$ cat config.mk
export PLATFORM = sky130hd
export DESIGN_NAME = q1_link_receiver
export DESIGN_NICKNAME = d
export VERILOG_FILES = /design/src/rtl/q1_link_receiver.sv
export SDC_FILE = /design/constraint.sdc
export NUM_CORES = 1
export LEC_CHECK = 0
export ABC_AREA = 1
export CAP_MARGIN = 25
export CORE_ASPECT_RATIO = 1.75
export CORE_MARGIN = 2
export CORE_UTILIZATION = 35
export CTS_CLUSTER_DIAMETER = 120
export CTS_CLUSTER_SIZE = 10
export DETAILED_ROUTE_END_ITERATION = 7
export DONT_BUFFER_PORTS = 1
export PLACE_DENSITY = 0.6
export SETUP_SLACK_MARGIN = 0.2
export SYNTH_ARGS = -nofsm -noshare
export SYNTH_HDL_FRONTEND = slang
export SYNTH_SLANG_ARGS = --single-unit
$ cat constraint.sdc
create_clock -name clk -period 5.9 [get_ports clk]
set_clock_uncertainty 0.15 [all_clocks]
set_input_delay 1.18 -clock clk [delete_from_list [all_inputs] [get_ports clk]]
set_output_delay 1.18 -clock clk [all_outputs]
set_load 0.02 [all_outputs]
$ cat src/rtl/q1_link_receiver.sv
// Consumer end of the stage-A -> stage-C link: masks words at acceptance, buffers them in a
// DEPTH-entry FIFO, and reports fill level plus a saturating producer-stall cycle count.
module q1_link_receiver #(
    parameter int unsigned WIDTH = 8,
    parameter int unsigned DEPTH = 4,
    parameter int unsigned CNT_W = 16
) (
    input  logic                       clk,
    input  logic                       rst_n,
    input  logic                       flush,
    input  logic                       in_valid,
    output logic                       in_ready,
    input  logic [WIDTH-1:0]           in_data,
    input  logic [WIDTH-1:0]           mask,
    output logic                       out_valid,
    input  logic                       out_ready,
    output logic [WIDTH-1:0]           out_data,
    output logic [$clog2(DEPTH):0]     level,
    output logic [CNT_W-1:0]           stall_cnt
);

    localparam int unsigned AW = $clog2(DEPTH);
    localparam int unsigned LW = AW + 1;

    logic [WIDTH-1:0] mem [DEPTH];
    logic [AW-1:0]    wr_ptr_q, rd_ptr_q;
    logic [LW-1:0]    level_q;
    logic [CNT_W-1:0] stall_cnt_q;
    logic             wr, rd, stalled;

    // Handshake flags come only from registered state, so in_ready never sees out_ready.
    assign in_ready  = (level_q != LW'(DEPTH));
    assign out_valid = (level_q != '0);
    assign out_data  = mem[rd_ptr_q];
    assign level     = level_q;
    assign stall_cnt = stall_cnt_q;

    assign wr      = in_valid & in_ready;
    assign rd      = out_valid & out_ready;
    assign stalled = in_valid & ~in_ready;

    always_ff @(posedge clk) begin
        if (wr && !flush) begin
            mem[wr_ptr_q] <= in_data & mask;
        end
    end

    always_ff @(posedge clk or negedge rst_n) begin
        if (!rst_n) begin
            wr_ptr_q <= '0;
            rd_ptr_q <= '0;
            level_q  <= '0;
        end else if (flush) begin
            wr_ptr_q <= '0;
            rd_ptr_q <= '0;
            level_q  <= '0;
        end else begin
            if (wr) begin
                wr_ptr_q <= wr_ptr_q + AW'(1);
            end
            if (rd) begin
                rd_ptr_q <= rd_ptr_q + AW'(1);
            end
            if (wr && !rd) begin
                level_q <= level_q + LW'(1);
            end else if (rd && !wr) begin
                level_q <= level_q - LW'(1);
            end
        end
    end

    // Stall counter survives flush; only reset clears it.
    always_ff @(posedge clk or negedge rst_n) begin
        if (!rst_n) begin
            stall_cnt_q <= '0;
        end else if (stalled && (stall_cnt_q != '1)) begin
            stall_cnt_q <= stall_cnt_q + CNT_W'(1);
        end
    end

endmodule
=== Word-level counts from Yosys, hierarchy flattened ===
Memory sizes are Yosys's and may differ from the RTL's.
Index checks and enable logic that the tools add are counted.

* ROM bits: 0
* Output and inout bits: 29
* Flip-flop bits (word level): 23
* Memories: 1
* Memory bits (writable): 32
* Word-level logic and storage cells: 37
* Latch bits: 0

{| class="wikitable"
|+ Memory list
! name !! depth !! bits a word !! read ports !! clocked after memory_dff !! wr ports !! line !! source
|-
| mem || 4 || 8 || 1 || 0 || 1 || 25 || <nowiki>logic [WIDTH-1:0] mem [DEPTH];</nowiki>
|}

* Reduce and logical (&&, ||, !) cells: 11
* $lt $le $gt $ge: 0
* Equal/unequal tests: 2
* Multipliers: 0
* Mux-type cells: 9
* Add/subtract/negate cells: 5
* Shift operators: 0
* Bitwise operators: 5
* Div/mod/pow operators: 0

{| class="wikitable"
|+ Operators by type and width
! kind !! count
|-
| $add 16x1->16 const B || 1
|-
| $ne 16x16->1 const B || 1
|-
| $mux 3 || 3
|-
| $and 8x8->8 || 1
|-
| $mux 2 || 4
|-
| $reduce_bool 3->1 || 2
|-
| $add 2x1->2 const B || 2
|-
| $logic_and 1x1->1 || 4
|-
| $reduce_bool 2->1 || 2
|-
| $add 3x1->3 const B || 1
|-
| $and 1x1->1 || 3
|-
| $logic_not 1->1 || 3
|-
| $ne 3x3->1 const B || 1
|-
| $sub 3x1->3 const B || 1
|-
| $mux 1 || 2
|-
| $not 1->1 || 1
|}

=== Longest topological paths before layout ===
Gate-level depths: netlist of the first run.

* Depth in word-level cells: 7
* Mapped depth: 11
* Mapped depth without buffers: 11

=== Least setup slack after synthesis of the first run ===
Ideal clock, no wire load.

* Kind: input -> register
* Start: in in_valid
* End: reg level_q[2] (netlist: level[2])
* Arrival time: 2.303 ns
* Path slack: 3.328 ns
* Stages: 9
* Data required time: 5.631 ns
* Setup time: 0.119 ns
* Cell sequence: nand2_1 > inv_1 > nand2_1 > inv_1 > fa_1 > xnor2_1 > o21bai_1 > nand3_1 > nand2_1

* Cells in the longest elaborated chain, start to end: 4
* Elaborated cells on any way between the ends: 7
* Those cells by class: mux (2); bitwise (1); reduce/logical (4)

{| class="wikitable"
|+ Ends and longest elaborated chain
! what !! line !! source
|-
| start, declared || 11 || <nowiki>input logic in_valid,</nowiki>
|-
| $and 1x1->1 (*) || 38 || <nowiki>assign wr = in_valid & in_ready;</nowiki>
|-
| $logic_and 1x1->1 / $logic_not 1->1 (equally long branches) || 64, 66 ||
|-
| $mux 3 / $logic_and 1x1->1 (equally long branches) || 64, 66 ||
|-
| $mux 3 / $reduce_bool 3->1 (equally long branches) || n/a ||
|-
| end signal, assigned || 65 || <nowiki>level_q <= level_q + LW'(1);</nowiki>
|-
| end signal, assigned || 67 || <nowiki>level_q <= level_q - LW'(1);</nowiki>
|-
| end, declared || 27 || <nowiki>logic [LW-1:0] level_q;</nowiki>
|}

Every way passes the cells marked *; elsewhere a longest branch is shown, timed or not.
A chain may end at the register's enable or synchronous reset.

=== Worst setup path in the final report of the first run ===
* Start: reg rd_ptr_q[0]
* End: out out_data[4]

* Cells in the longest elaborated chain, start to end: 1

{| class="wikitable"
|+ Ends and longest elaborated chain
! what !! line !! source
|-
| start, declared || 26 || <nowiki>logic [AW-1:0] wr_ptr_q, rd_ptr_q;</nowiki>
|-
| start signal, assigned || 62 || <nowiki>rd_ptr_q <= rd_ptr_q + AW'(1);</nowiki>
|-
| $mem_v2 4x8 || n/a ||
|-
| end, declared || 17 || <nowiki>output logic [WIDTH-1:0] out_data,</nowiki>
|}

Every way passes these cells.

==> qor.txt, run 1 <==
status -> completed
Worst Path Required -> 4.57 ns
Syn-to-layout area delta -> 8.187%
Crit. End Element -> output pin
CTS resizes -> 0
type of the most critical hold path -> primary input to async pin
slew margin rel. -> 45.82%
min cycle time layout -> 3.194 ns
Area contributors post-synth -> edfxtp_1, dfrtp_1, nand2_1
first-pass GRT wire length -> 9252 µm
Layout fillers -> 769
area occupied by multi-input gates -> 997.2 µm²
Async SR Flop Fraction -> 41.82%
vias in the first global route -> 1,948
total power -> 1.066 mW
layout cells sized above 1 -> 5.648%
register area -> 1536 µm²
first-pass iteration count of the detailed router -> 5
Ys Warns -> 0
CTS Hold Bufs -> 0
die height -> 120.3 µm
largest net degree at the start of global routing -> 24
RePlAce Congestion -> 0.8003
Port Buffers -> 0
Worst Tran Pin Value -> 0.8098 ns
synthesized instance count -> 299
post-synth top area share -> 35.52%
number of synthesized flops with an enable pin -> 32
Netlist cell types -> 24
fmax -> 0.3131 GHz
clock-pin transition on the worst setup and hold timing paths -> 0.07 ns
Crit-path slowest cell -> dfrtp_1
WL final -> 5478 µm
P_leak -> 1.220 nW
final hold viol count -> 0
period utilization -> 54.13%
mean area per synthesized cell -> 9.047 µm²
Final #Nets -> 327
post-synthesis register bit count -> 55
Min Hold Slack -> 0.4227 ns
area leader, netlist -> edfxtp_1
All-Layer GR Usage -> 13.95%
CTS tree -> yes
Initial Utilization -> 36.00%
arrival time worst endpoint -> 1.86 ns
count leader, synth -> nand2_1
most frequent cells after synthesis -> nand2_1, nor2_1, inv_1, edfxtp_1, o21ai_0
via-per-instance ratio -> 4.985
clock root cell -> clkbuf_16
Setup TNS Final -> 0 ns
HPWL after DPL -> 4092 µm
antenna fix cells -> 0
CTS Buf Count -> 5
Post-Synthesis Cell Area -> 2705 µm²
sequential share of the synthesized area -> 56.80%
crit path launch type -> flop
die width -> 70.46 µm
DIE AREA -> 8476 µm²
antenna viol nets, final -> 0
number of setup buffers added after CTS -> 0
count of pins over their slew limit -> 0
Cell Pwr Density -> 364.2 nW/µm²
RSZ-0062 raised after global routing -> false
total core area -> 7515 µm²
Setup-failing EPs final -> 0
io pins -> 50
Worst Path Max Fanout -> 19
final core occ -> 38.94%
Peak VDD IR -> 0.1831 mV
clk sink count -> 55
CTS Buffer Depth -> 2
Vias -> 1,939
routed len/inst -> 14.08 µm
Overflow after GRT -> 0
CTS H-tree depth -> 2
worst skew pair latency -> 0.29 ns
initial drt markers -> 148
DRC viols -> 0
Crit Path Class -> flop to output pin
max incr delay on CP -> 0.57 ns
worst-path cell chain -> inv_1, o21ai_0, o22ai_1
Post-Syn Nets -> 326
Synth Flop Type -> edfxtp_1
row count -> 42
Max Cap Viol -> 0
initial antenna violation count -> 0
per-stage QoR:
step                instances  cell area [µm²]  setup WS [ns]
detailed placement        381             2775          3.004
CTS                       389             2927          2.681
global route              389             2927          2.490
finish                    389             2927          2.706
floorplan                 299             2705          3.328
global placement          381             2775          3.049
cell type report:
cell class | count | share of cell area, %
Sequential cell | 55 | 52.50
Multi-Input combinational cell | 203 | 34.07
Inverter | 35 | 4.489
Clock buffer | 5 | 4.275
Tap cell | 88 | 3.762
Clock inverter | 3 | 0.8978
placed cells by master (no fill, tap or decap):
cell / synthesis / final
a21oi_1: 1 / 1
clkbuf_16: 0 / 5
clkinv_1: 2 / 2
clkinv_4: 0 / 1
dfrtp_1: 23 / 23
edfxtp_1: 32 / 32
fa_1: 1 / 1
ha_1: 5 / 5
inv_1: 33 / 33
inv_6: 0 / 2
nand2_1: 83 / 83
nand2_2: 3 / 3
nand3_1: 13 / 13
nand3_2: 1 / 1
nand4_1: 7 / 7
nor2_1: 42 / 42
nor2_2: 2 / 2
o21ai_0: 24 / 24
o21ai_2: 2 / 2
o21ai_4: 1 / 1
o21bai_1: 1 / 1
o22ai_1: 8 / 8
xnor2_1: 8 / 8
xor2_1: 1 / 1
logic make-up after synthesis:
kind of cell	after synthesis	synth area share (%)
AND/OR/NAND/NOR	151	22.90
flip-flops	55	56.80
buffers and inverters	41	6.337
AO/OA/AOI/OAI	37	8.002
XOR/XNOR	9	2.914
adder cells (fa/ha/maj)	6	3.053
worst max-delay path, delay by kind of cell (launching register included):
kind / cells / cell delay, ns
flip-flops: 1 / 0.57
AO/OA/AOI/OAI: 2 / 0.53
buffers and inverters: 1 / 0.46
power breakdown:
part           switching, mW  internal, mW
combinational          0.154        0.0695
sequential            0.0893         0.450
clock                  0.142         0.161
total                  0.385         0.681
state kept, by name, indices dropped and copies added, names as in the netlist:
signal / cells
mem: 32
stall_cnt: 16
level: 3
rd_ptr_q: 2
wr_ptr_q: 2
worst paths after layout:
kind | end | cells past startpoint | slack, ns | start
setup / recovery | out_data[4] | 3 | 2.71 | rd_ptr_q[0]
hold / removal | stall_cnt[13] | 0 | 0.42 | rst_n
setup reg to reg | level[2] | 11 | 3.38 | level[0]
hold reg to reg | wr_ptr_q[1] | 2 | 0.49 | wr_ptr_q[1]
max in group asynchronous | stall_cnt[4] | 0 | 5.10 | rst_n
min in group clk | wr_ptr_q[1] | 2 | 0.49 | wr_ptr_q[1]
per-layer routing:
| metal | vias to the layer above | track usage (%) | routed length [µm] |
|---|---|---|---|
| met3 | 7 | 3.083 | 237 |
| met1 | 910 | 13.91 | 2007 |
| li1 | 970 | - | - |
| met2 | 52 | 27.06 | 3137 |
| met5 | - | 0 | 0 |
| met4 | 0 | 5.529 | 95 |
(Power assumes the default switching activity.)
==> run 2: changes to the inputs <==
PLACE_DENSITY = 0.62   (was 0.6)
clock period = 2.6 ns   (was 5.9 ns; I/O delays follow)
==> run 2 against run 1 <==
- die area unchanged
- clock power grew 120%
- cell count is 3.3% higher
- design area rose by 4.3%
- largest power group unchanged
- largest cell class unchanged
- non-clock buffer count up 13
- total power up 130%
==> qor.txt, run 2 (synthesis gave the netlist of run 1 again) <==
count of pins over their slew limit -> 0 (unchanged)
antenna fix cells -> 0 (unchanged)
CTS Buf Count -> 5 (unchanged)
DIE AREA -> 8476 µm² (unchanged)
worst reg2reg path depth -> 10 (-1)
Finished Layout Cells -> 402 (+3.3%)
period utilization -> 87.96%
layout cells sized above 1 -> 10.19% (+4.5 points)
total core area -> 7515 µm² (unchanged)
Worst Path Max Fanout -> 10 (-9)
All-Layer GR Usage -> 14.10% (+0.15 points)
die width -> 70.46 µm (unchanged)
number of setup buffers added after CTS -> 0 (unchanged)
io pins -> 50 (unchanged)
Setup-failing EPs final -> 0 (unchanged)
vias in the first global route -> 2,089 (+7.2%)
Cell Pwr Density -> 819.9 nW/µm² (+130%)
placed cell count -> 392 (+2.9%)
Port Buffers -> 0 (unchanged)
max FFs per register -> 32 (unchanged)
CTS H-tree depth -> 2 (unchanged)
CTS tree -> yes
reg2reg end -> level[2]
hold endpoint -> rd_ptr_q[1]
initial drt markers -> 124 (-16%)
Final #Nets -> 340 (+4.0%)
RePlAce Congestion -> 0.7998 (about the same)
clock-pin transition on the worst setup and hold timing paths -> 0.07 ns (about the same)
Crit. End Element -> output pin
Hold Crit Start -> flush
status -> completed
P_leak -> 1.291 nW (+5.8%)
arrival time worst endpoint -> 1.62 ns (-0.24 ns)
worst-path cell chain -> inv_1, o21ai_0, o22ai_1
WL final -> 5729 µm (+4.6%)
clock root cell -> clkbuf_16
slew margin rel. -> 66.34% (+21 points)
initial antenna violation count -> 0 (unchanged)
worst reg2reg path startpoint -> level[2]
routed len/inst -> 14.25 µm (+1.2%)
cell family with most CP delay -> compound AO/OA/AOI/OAI gates
Peak VDD IR -> 0.3029 mV (+65%)
largest net degree at the start of global routing -> 24 (unchanged)
row count -> 42 (unchanged)
Top reg by flops -> mem
Worst Tran Pin Value -> 0.5044 ns (-0.3054 ns)
crit path launch type -> flop
Worst Path Required -> 1.93 ns (-2.64 ns)
worst path bufs/invs -> 1 (unchanged)
Setup TNS Final -> 0 ns (unchanged)
Overflow after GRT -> 0 (unchanged)
first-pass GRT wire length -> 9384 µm (+1.4%)
Vias -> 2,007 (+3.5%)
DRC viols -> 0 (unchanged)
CTS Buffer Depth -> 2 (unchanged)
clk sink count -> 55 (unchanged)
antenna viol nets, final -> 0 (unchanged)
final hold viol count -> 0 (unchanged)
min cycle time layout -> 2.287 ns
Max Cap Viol -> 0 (unchanged)
via-per-instance ratio -> 4.993 (+0.16%)
Crit Path Class -> flop to output pin
fmax -> 0.4373 GHz
die height -> 120.3 µm (unchanged)
Min-Delay Path Depth -> 1
RSZ-0062 raised after global routing -> false
first-pass iteration count of the detailed router -> 4 (-1)
Crit-path slowest cell -> dfrtp_1
type of the most critical hold path -> primary input to flop
commonest non-fill, non-tap cell in the layout -> nand2_1
Initial Utilization -> 36.00% (unchanged)
reg-to-reg setup timing slack -> 0.38 ns (-3.00 ns)
Worst Setup SP -> rd_ptr_q[1]
worst skew pair latency -> 0.29 ns (about the same)
Syn-to-layout area delta -> 12.86%
most frequent cells in the layout -> nand2_1, nor2_1, inv_1
HPWL after DPL -> 4181 µm (+2.2%)
max incr delay on CP -> 0.50 ns (-0.07 ns)
[run 2: changes by cell type in the layout (fill, tap and decap cells not counted), sizes merged]
cell	previous run	this run
buf	0	12
clkinv	3	2
clkinvlp	0	1
dlygate4sd3	0	1
[run 2: per-stage QoR]
step	util (%)	setup WS (ns)	power (mW)	hold WS, ns	instance area (µm²)
after floorplan	-	0.3199	1.655	0.07441	2705
after global placement	38.03	0.4658	1.805	0.07512	2858
after global routing	40.63	0.2110	2.653	0.1330	3053
after CTS	40.43	0.2148	2.525	0.1293	3038
final	40.63	0.3131	2.503	0.1386	3053
after detailed placement	38.03	0.3879	1.824	0.07512	2858
[run 2: area by class of cell]
class | count | area [µm²]
clock buffer | 5 | 125.1
tap | 88 | 110.1
clock inverter | 3 | 25.02
inverter | 35 | 131.4
sequential | 55 | 1536
multi-input combinational | 203 | 1012
timing repair buffer | 13 | 112.6
fill | 767 | 4462
[run 2: how the worst max path moves through the flow]
stage | end | depth (start not counted) | slack [ns]
after floorplan | level[2] | 11 | 0.32
after global placement | level[2] | 10 | 0.47
after detailed placement | level[2] | 10 | 0.39
after CTS | out_data[0] | 3 | 0.21
after global routing | level[2] | 10 | 0.21
final | out_data[3] | 3 | 0.31
[run 2: where the power goes]
part | internal [mW] | switching [mW]
Clock | 0.364 | 0.317
Sequential | 1.02 | 0.166
Combinational | 0.218 | 0.417
[run 2: worst register-to-register path, delay by kind of cell, from the launching register on]
kind                     cells  cell delay (ns)
flip-flops                   1             0.55
AND/OR/NAND/NOR              5             0.55
AO/OA/AOI/OAI                1             0.17
buffers and inverters        2             0.18
XOR/XNOR                     1             0.15
adder cells (fa/ha/maj)      1             0.38
[run 2: what timing repair did]
item,CTS,global route
hold buffers,2,0
endpoints found under the hold margin,23,0
endpoints found under the setup margin,0,3
gates resized for setup,0,3
[run 2: layer usage]
layer | track usage (%) | vias to the layer above | part of all wire (%)
met5 | 0 | - | 0
met4 | 5.048 | 0 | 1.6
met3 | 3.000 | 7 | 4.5
met2 | 28.60 | 47 | 58
met1 | 13.24 | 955 | 36
li1 | - | 998 | -
